`config.mk`:
```
export PLATFORM = sky130hd
export DESIGN_NAME = seg7_scan
export DESIGN_NICKNAME = d
export VERILOG_FILES = /design/src/rtl/stopwatch_pkg.sv /design/src/rtl/bcd_to_7seg.sv /design/src/rtl/seg7_scan.sv
export SDC_FILE = /design/constraint.sdc
export NUM_CORES = 1
export LEC_CHECK = 0
export ABC_AREA = 1
export BUFFER_PORTS_ARGS = -buffer_cell sky130_fd_sc_hd__buf_2
export CAP_MARGIN = 40
export CORE_MARGIN = 2
export CORE_UTILIZATION = 55
export DETAILED_ROUTE_END_ITERATION = 12
export GPL_TIMING_DRIVEN = 0
export PLACE_DENSITY = 0.87
export SETUP_SLACK_MARGIN = 0.5
export SYNTH_ARGS = -nofsm -noshare
export SYNTH_HDL_FRONTEND = slang
export SYNTH_HIERARCHICAL = 1
export SYNTH_SLANG_ARGS = --single-unit
```
`constraint.sdc`:
```
create_clock -name clk -period 2.13 [get_ports clk]
set_clock_uncertainty 0.05 [all_clocks]
set_input_delay 0.426 -clock clk [delete_from_list [all_inputs] [get_ports clk]]
set_output_delay 0.426 -clock clk [all_outputs]
set_load 0.01 [all_outputs]
```
`src/rtl/stopwatch_pkg.sv`:
```
// Shared constants and types for the stopwatch display path: digit count,
// active-low segment glyphs ({g,f,e,d,c,b,a}) and the decimal point position.
package stopwatch_pkg;

    localparam int unsigned NUM_DIGITS = 4;
    localparam int unsigned DP_DIGIT   = 2;

    typedef logic [3:0]                    bcd_t;
    typedef logic [6:0]                    seg_t;
    typedef logic [$clog2(NUM_DIGITS)-1:0] digit_idx_t;
    typedef bcd_t [NUM_DIGITS-1:0]         snap_t;

    // Active-low glyphs, bit order {g,f,e,d,c,b,a}
    localparam seg_t SEG_0     = 7'b1000000;
    localparam seg_t SEG_1     = 7'b1111001;
    localparam seg_t SEG_2     = 7'b0100100;
    localparam seg_t SEG_3     = 7'b0110000;
    localparam seg_t SEG_4     = 7'b0011001;
    localparam seg_t SEG_5     = 7'b0010010;
    localparam seg_t SEG_6     = 7'b0000010;
    localparam seg_t SEG_7     = 7'b1111000;
    localparam seg_t SEG_8     = 7'b0000000;
    localparam seg_t SEG_9     = 7'b0010000;
    localparam seg_t SEG_DASH  = 7'b0111111;
    localparam seg_t SEG_BLANK = 7'b1111111;

    // Active-low one-hot anode pattern selecting digit idx
    function automatic logic [NUM_DIGITS-1:0] anode_sel(input digit_idx_t idx);
        anode_sel = ~(NUM_DIGITS'(1) << idx);
    endfunction

endpackage

```
`src/rtl/bcd_to_7seg.sv`:
```
// BCD digit to active-low 7-segment glyph. Codes 10..15 are not BCD and are
// shown as a dash so a corrupted counter is visible rather than misleading.
module bcd_to_7seg
    import stopwatch_pkg::*;
(
    input  logic [3:0] bcd_i,
    output logic [6:0] seg_o
);

    // Glyph lookup
    always_comb begin
        seg_o = SEG_DASH;
        case (bcd_i)
            4'd0:    seg_o = SEG_0;
            4'd1:    seg_o = SEG_1;
            4'd2:    seg_o = SEG_2;
            4'd3:    seg_o = SEG_3;
            4'd4:    seg_o = SEG_4;
            4'd5:    seg_o = SEG_5;
            4'd6:    seg_o = SEG_6;
            4'd7:    seg_o = SEG_7;
            4'd8:    seg_o = SEG_8;
            4'd9:    seg_o = SEG_9;
            default: seg_o = SEG_DASH;
        endcase
    end

endmodule

```
`src/rtl/seg7_scan.sv`:
```
// Time-multiplexed driver for a 4-digit common-anode 7-segment display
// showing a stopwatch as ss.hh. Each digit owns SCAN_DIV clocks; the four
// input digits are snapshotted together at the end of digit 3's slot so a
// frame never mixes old and new values. an/seg/dp are registered and trail
// the digit index by one clock.
// Optional build macro SEG7_LEADING_ZERO_BLANK_EN: blank digit 3 when its
// snapshot value is zero (its anode is still driven).
module seg7_scan
    import stopwatch_pkg::*;
#(
    parameter int unsigned SCAN_DIV = 100000
) (
    input  logic       clk,
    input  logic       reset,
    input  logic [3:0] d0,
    input  logic [3:0] d1,
    input  logic [3:0] d2,
    input  logic [3:0] d3,
    output logic [3:0] an,
    output logic [6:0] seg,
    output logic       dp
);

    localparam int unsigned CntW = $clog2(SCAN_DIV);
    localparam logic [CntW-1:0] CntMax = CntW'(SCAN_DIV - 1);
    localparam digit_idx_t LastIdx = digit_idx_t'(NUM_DIGITS - 1);
    localparam digit_idx_t DpIdx   = digit_idx_t'(DP_DIGIT);

    logic [CntW-1:0] cnt_q, cnt_d;
    digit_idx_t      idx_q, idx_d;
    snap_t           snap_q, snap_d;
    logic [3:0]      an_q, an_d;
    seg_t            seg_q, seg_d;
    logic            dp_q, dp_d;

    logic            slot_end;
    bcd_t            cur_digit;
    seg_t            dec_seg;

    assign slot_end  = (cnt_q == CntMax);
    assign cur_digit = snap_q[idx_q];

    // Scan counter, digit index and frame snapshot next-state
    always_comb begin
        cnt_d  = cnt_q + 1'b1;
        idx_d  = idx_q;
        snap_d = snap_q;
        if (slot_end) begin
            cnt_d = '0;
            idx_d = idx_q + 1'b1;
            // Capture all digits at once on the frame boundary
            if (idx_q == LastIdx) begin
                snap_d = {d3, d2, d1, d0};
            end
        end
    end

    // Scan state registers
    always_ff @(posedge clk or posedge reset) begin
        if (reset) begin
            cnt_q  <= '0;
            idx_q  <= '0;
            snap_q <= '0;
        end else begin
            cnt_q  <= cnt_d;
            idx_q  <= idx_d;
            snap_q <= snap_d;
        end
    end

    bcd_to_7seg u_bcd_to_7seg (
        .bcd_i (cur_digit),
        .seg_o (dec_seg)
    );

    // Output next-state from the current index and snapshot
    always_comb begin
        an_d  = anode_sel(idx_q);
        seg_d = dec_seg;
        dp_d  = (idx_q != DpIdx);
`ifdef SEG7_LEADING_ZERO_BLANK_EN
        if ((idx_q == LastIdx) && (cur_digit == 4'd0)) begin
            seg_d = SEG_BLANK;
        end
`endif
    end

    // Registered display outputs; all dark during reset
    always_ff @(posedge clk or posedge reset) begin
        if (reset) begin
            an_q  <= 4'b1111;
            seg_q <= SEG_BLANK;
            dp_q  <= 1'b1;
        end else begin
            an_q  <= an_d;
            seg_q <= seg_d;
            dp_q  <= dp_d;
        end
    end

    assign an  = an_q;
    assign seg = seg_q;
    assign dp  = dp_q;

endmodule

```
**Word-level counts from Yosys, hierarchy flattened**

Memories as Yosys holds them, arrays and structs flattened. A register that Yosys moved wholly into a read port is not among the register bits.
Index checks and enable logic that the tools add are counted.

- Bits in read-only memories: 112
- RAM bits: 0
- Output and inout bits: 12
- Bits of input ports: 18
- Register bits: 40
- Latch bits: 0
- Logic and storage cells: 21
- Memories: 1

- Reductions and logical operators: 1
- Divide/modulo/power cells: 0
- Equal/unequal tests: 3
- Shifts and indexed selects: 1
- Bitwise operators: 1
- Order comparisons: 1
- $add $sub $neg: 2
- Multiplexer cells: 3
- $mul: 0

Memory list:

| name | depth | bits a word | rd ports | clocked after memory_dff | write ports | RTL line | RTL |
|---|---|---|---|---|---|---|---|
| (name not given) | 16 | 7 | 1 | 1 | 0 | bcd_to_7seg.sv:13 | `case (bcd_i)` |

Operator list:

| kind | count |
|---|---|
| 17-bit by 1-bit adder with 17-bit output (second input constant) | 1 |
| 17-bit equality test (second input constant) | 1 |
| 17-bit two-way mux | 1 |
| 4-bit binary-select mux with 2-bit select | 1 |
| 4-bit two-way mux | 1 |
| 4-bit NOT | 1 |
| 1-bit by 2-bit left shift with 4-bit output (first input constant) | 1 |
| 2-bit by 3-bit < comparator with 1-bit output (second input constant) | 1 |
| 2-bit by 1-bit adder with 2-bit output (second input constant) | 1 |
| 2-bit equality test (second input constant) | 1 |
| 2-bit != test (second input constant) | 1 |
| 2-bit AND reduction | 1 |

**Depth between registers and ports, before layout**

- Word-level depth: 2
- Depth in mapped cells: 10

**Hierarchy**

Netlist, hierarchy kept.

By module, submodules not included:

| module | sequential area each (sq um) | cells each | area an instance (sq um) | instances |
|---|---|---|---|---|
| seg7_scan | 1164.9 | 248 | 2164.6 | 1 |
| bcd_to_7seg | 0.0 | 35 | 186.4 | 1 |

**Worst setup path before layout**

No wires, ideal clock.

- Path type: register to register
- Start point: register idx_q[0]
- End point: register seg_q[3] (netlist: seg[3])
- Setup time: 0.082 ns
- Path slack: 0.356 ns
- Arrival: 1.642 ns
- Period minus slack after synthesis: 1.774 ns
- Stages on the path, launching flop included: 10
- Required time: 1.998 ns
- Cells stage by stage: dfrtp_1 -> buf_2 -> clkinv_1 -> nor2_1 -> o22ai_1 -> inv_1 -> ha_1 -> nand2_1 -> nand3_1 -> nand2_1

- Cells in the longest elaborated chain, start to end: 2

Ends and longest elaborated chain:

| what | RTL line | RTL |
|---|---|---|
| start, declared | seg7_scan.sv:30 | `digit_idx_t idx_q, idx_d;` |
| start signal, assigned | seg7_scan.sv:66 | `idx_q <= idx_d;` |
| 4-bit binary-select mux with 2-bit select | seg7_scan.sv:41 | `assign cur_digit = snap_q[idx_q];` |
| 4-bit two-way mux (not written as such) | seg7_scan.sv:41 |  |
| via cur_digit[1] | seg7_scan.sv:37 | `bcd_t cur_digit;` |
| end, declared | seg7_scan.sv:33 | `seg_t seg_q, seg_d;` |

The timed path passes the listed nets, and every way through them passes these cells. The select of a mux whose other input is x is not followed.
A chain may end at the register's enable or synchronous reset.

**Worst setup path in the final report**

- Start point: register idx_q[0]
- End point: register seg_q[5] (netlist: seg[5])

The elaborated chain is that of the path after synthesis.

==> metrics.txt <==
crit path capture=seg[5]; final hold vios=0; synthesis warning total=6; diodes inserted=0; status=completed; Final Cycle Share=77.13%; I/O pin total=30; Overflow after GRT=0; TritonCTS Buffers=5; hold_sp=d2[1]; reg2reg start=idx_q[0]; Final Slew Violations=0; setup ws final=0.4871 ns; hold_ws=0.3129 ns; Starting Density=57.94%; vias in the first global route=1,959; Worst path max stage delay=0.40 ns; Clock Tree Root=clkbuf_8; DRC=0; initial antenna violation count=0; Rows=23; share of cells above drive strength 1=29.20%; worst vdd ir=0.4522 mV; CP max FO=11; clk slew on worst S/H paths=0.09 ns; WP data arrival=1.84 ns; worst skew pair latency=0.31 ns; Avg Cell Area, Syn=8.307 sq um; number of synthesized flops with an enable pin=0; worst hold path class=input port to register; Layout Nets=366; # placed instances=363; Routed Wire Length=5747 um; CP Capture Type=register; worst setup path startpoint=idx_q[0]; Yosys reg bits=46; Critical Path RT=2.33 ns; Pwr Density=522.0 nW/um^2; leakage power=1.454 nW; vias per inst=5.524; Initial DRC Count=229; Horiz. Die Dim=69.38 um; DP Worst Slack=0.2242 ns; core area=4058 sq um; Reg2Reg Capture Point=seg[5]; Crit-path slowest cell=dfrtp_1; path type of the worst setup path=register to register; Rel. slew slack=72.62%; area grow syn2layout=24.32%; Seq/Total Area, Yosys=49.55%; total power=1.526 mW; Setup TNS Final=0 ns; worst path cell trace=buf_6, clkinv_8, o21ai_1, o22ai_2, buf_6, ha_1, inv_1, nand2_1, nand3_1, nand2_1; Non-Filler Instances=389; Least-Margin Pin Slew=0.4107 ns; min cycle time layout=1.643 ns; Via Count=2,149; Detailed Place HPWL=3503 um; r2r worst-path depth=10; Synth Net Count=311; f_max=0.6087 GHz; post-synthesis cell type count=25; total clock sinks=46; CTS H-Tree Depth=2; die area=4814 sq um; mapped cell area=2351 sq um; gr usage total=21.84%; pin count of the biggest net entering global routing=39; die span in y=69.38 um; Primary FF master, synth=dfrtp_1; Finish-stage setup viols=0; Clock Path Buffers=2; number of I/O port buffers=29; First-pass DRT Iterations=5; RSZ-0062 raised after global routing=true; Syn Inst Count=283; Worst Setup Start Kind=register; CTS tree=done; gp weighted congestion=0.8751; first-pass GRT wire length=8459 um; Max Cap Viol=0; Wirelength per Cell=14.77 um; post-route antenna net violation count=0; fraction of registers with async set/reset=100.0%; R2R Setup Slk=0.49 ns
-- Yosys cell counts, types with 3 or more instances --
master | n | area share, %
buf_6 | 3 | 1.4
nand4_1 | 17 | 4.5
nand2_1 | 86 | 14
nor2_1 | 35 | 5.6
dfrtp_1 | 35 | 37
buf_2 | 3 | 0.64
o21ai_0 | 10 | 2.1
xor2_1 | 7 | 2.6
o22ai_1 | 4 | 1.1
ha_1 | 10 | 5.3
inv_1 | 34 | 5.4
dfstp_2 | 11 | 12
nand3_1 | 13 | 2.8
-- final cells by class --
cell class                 instances  area [sq um]
buffer                             8         75.07
clock buffer                       6         93.84
clock inverter                     2         15.01
fill                             283          1135
inverter                          36         150.1
multi-input combinational        193          1059
sequential                        46          1166
tap                               50         62.56
timing repair buffer              48         301.5
-- per-layer routing --
layer  GRT usage, %  vias up  share of wire (%)
met4          10.02        0                2.2
met1          27.09     1026                 38
met3          4.215       16                7.6
li1               -     1004                  -
met2          36.86      103                 53
met5              0        -                  0
-- flip-flops by register name (all words and copies together), names as in the netlist --
signal  count
an          4
idx_q       2
cnt_q      17
snap_q     16
seg         7
-- report_power, final --
| group | switching (mW) | internal [mW] |
|---|---|---|
| Clock | 0.312 | 0.302 |
| Combinational | 0.0226 | 0.0160 |
| Sequential | 0 | 0.874 |
| Total | 0.334 | 1.19 |
-- placed cells by master (no fill, tap or decap), types with 2 or more instances in the layout --
master      instances
buf_2              31
buf_4              16
buf_6               5
clkbuf_4            2
clkbuf_8            5
clkinvlp_4          2
dfrtp_1            34
dfstp_2            11
ha_1                8
inv_1              30
inv_2               4
nand2_1            84
nand2_2             3
nand3_1            12
nand4_1            17
nor2_1             33
nor2_2              2
nor3_1              2
nor3_4              2
o21ai_0             7
o21ai_1             3
o22ai_2             4
xor2_1              7
-- cells by family after synthesis --
group	count (synthesis)	share of synthesized area, %
DFF	46	49.55
buffers and inverters	44	8.461
xor gates and xnor gates	8	2.980
AOI/OAI and AO/OA	16	3.778
and+or+nand+nor	159	29.91
adders and majority gates	10	5.322
-- through the flow --
| step | utilization (%) | area (sq um) |
|---|---|---|
| 2_1_floorplan | - | 2365 |
| 3_3_place_gp | 63.40 | 2572 |
| 3_5_place_dp | 63.89 | 2592 |
| 4_1_cts | 67.84 | 2753 |
| 5_1_grt | 72.03 | 2923 |
| 6_report | 72.03 | 2923 |
-- worst max-delay path, delay by kind of cell, from the launching register on --
family | cells | cell delay [ns]
compound gates | 2 | 0.30
fa+ha+maj | 1 | 0.17
buf+inv | 4 | 0.46
flops | 1 | 0.40
simple gates | 3 | 0.21
-- worst min path at each step --
stage / endpoint / slack [ns] / cells after the start
finish: snap_q[9] / 0.31 / 3
global route: snap_q[4] / 0.32 / 3
CTS: snap_q[4] / 0.31 / 3
detailed placement: snap_q[0] / 0.30 / 2
global placement: snap_q[10] / 0.40 / 2
floorplan: snap_q[11] / 0.39 / 2
-- what timing repair did --
action	CTS	global route
cloned	0	2
hold buffers	1	0
pin swaps	3	3
hold endpoints to repair	1	0
resized for setup	9	17
setup buffers	2	13
setup endpoints to repair	20	29
Note: power is estimated with default switching activity, not from simulation.
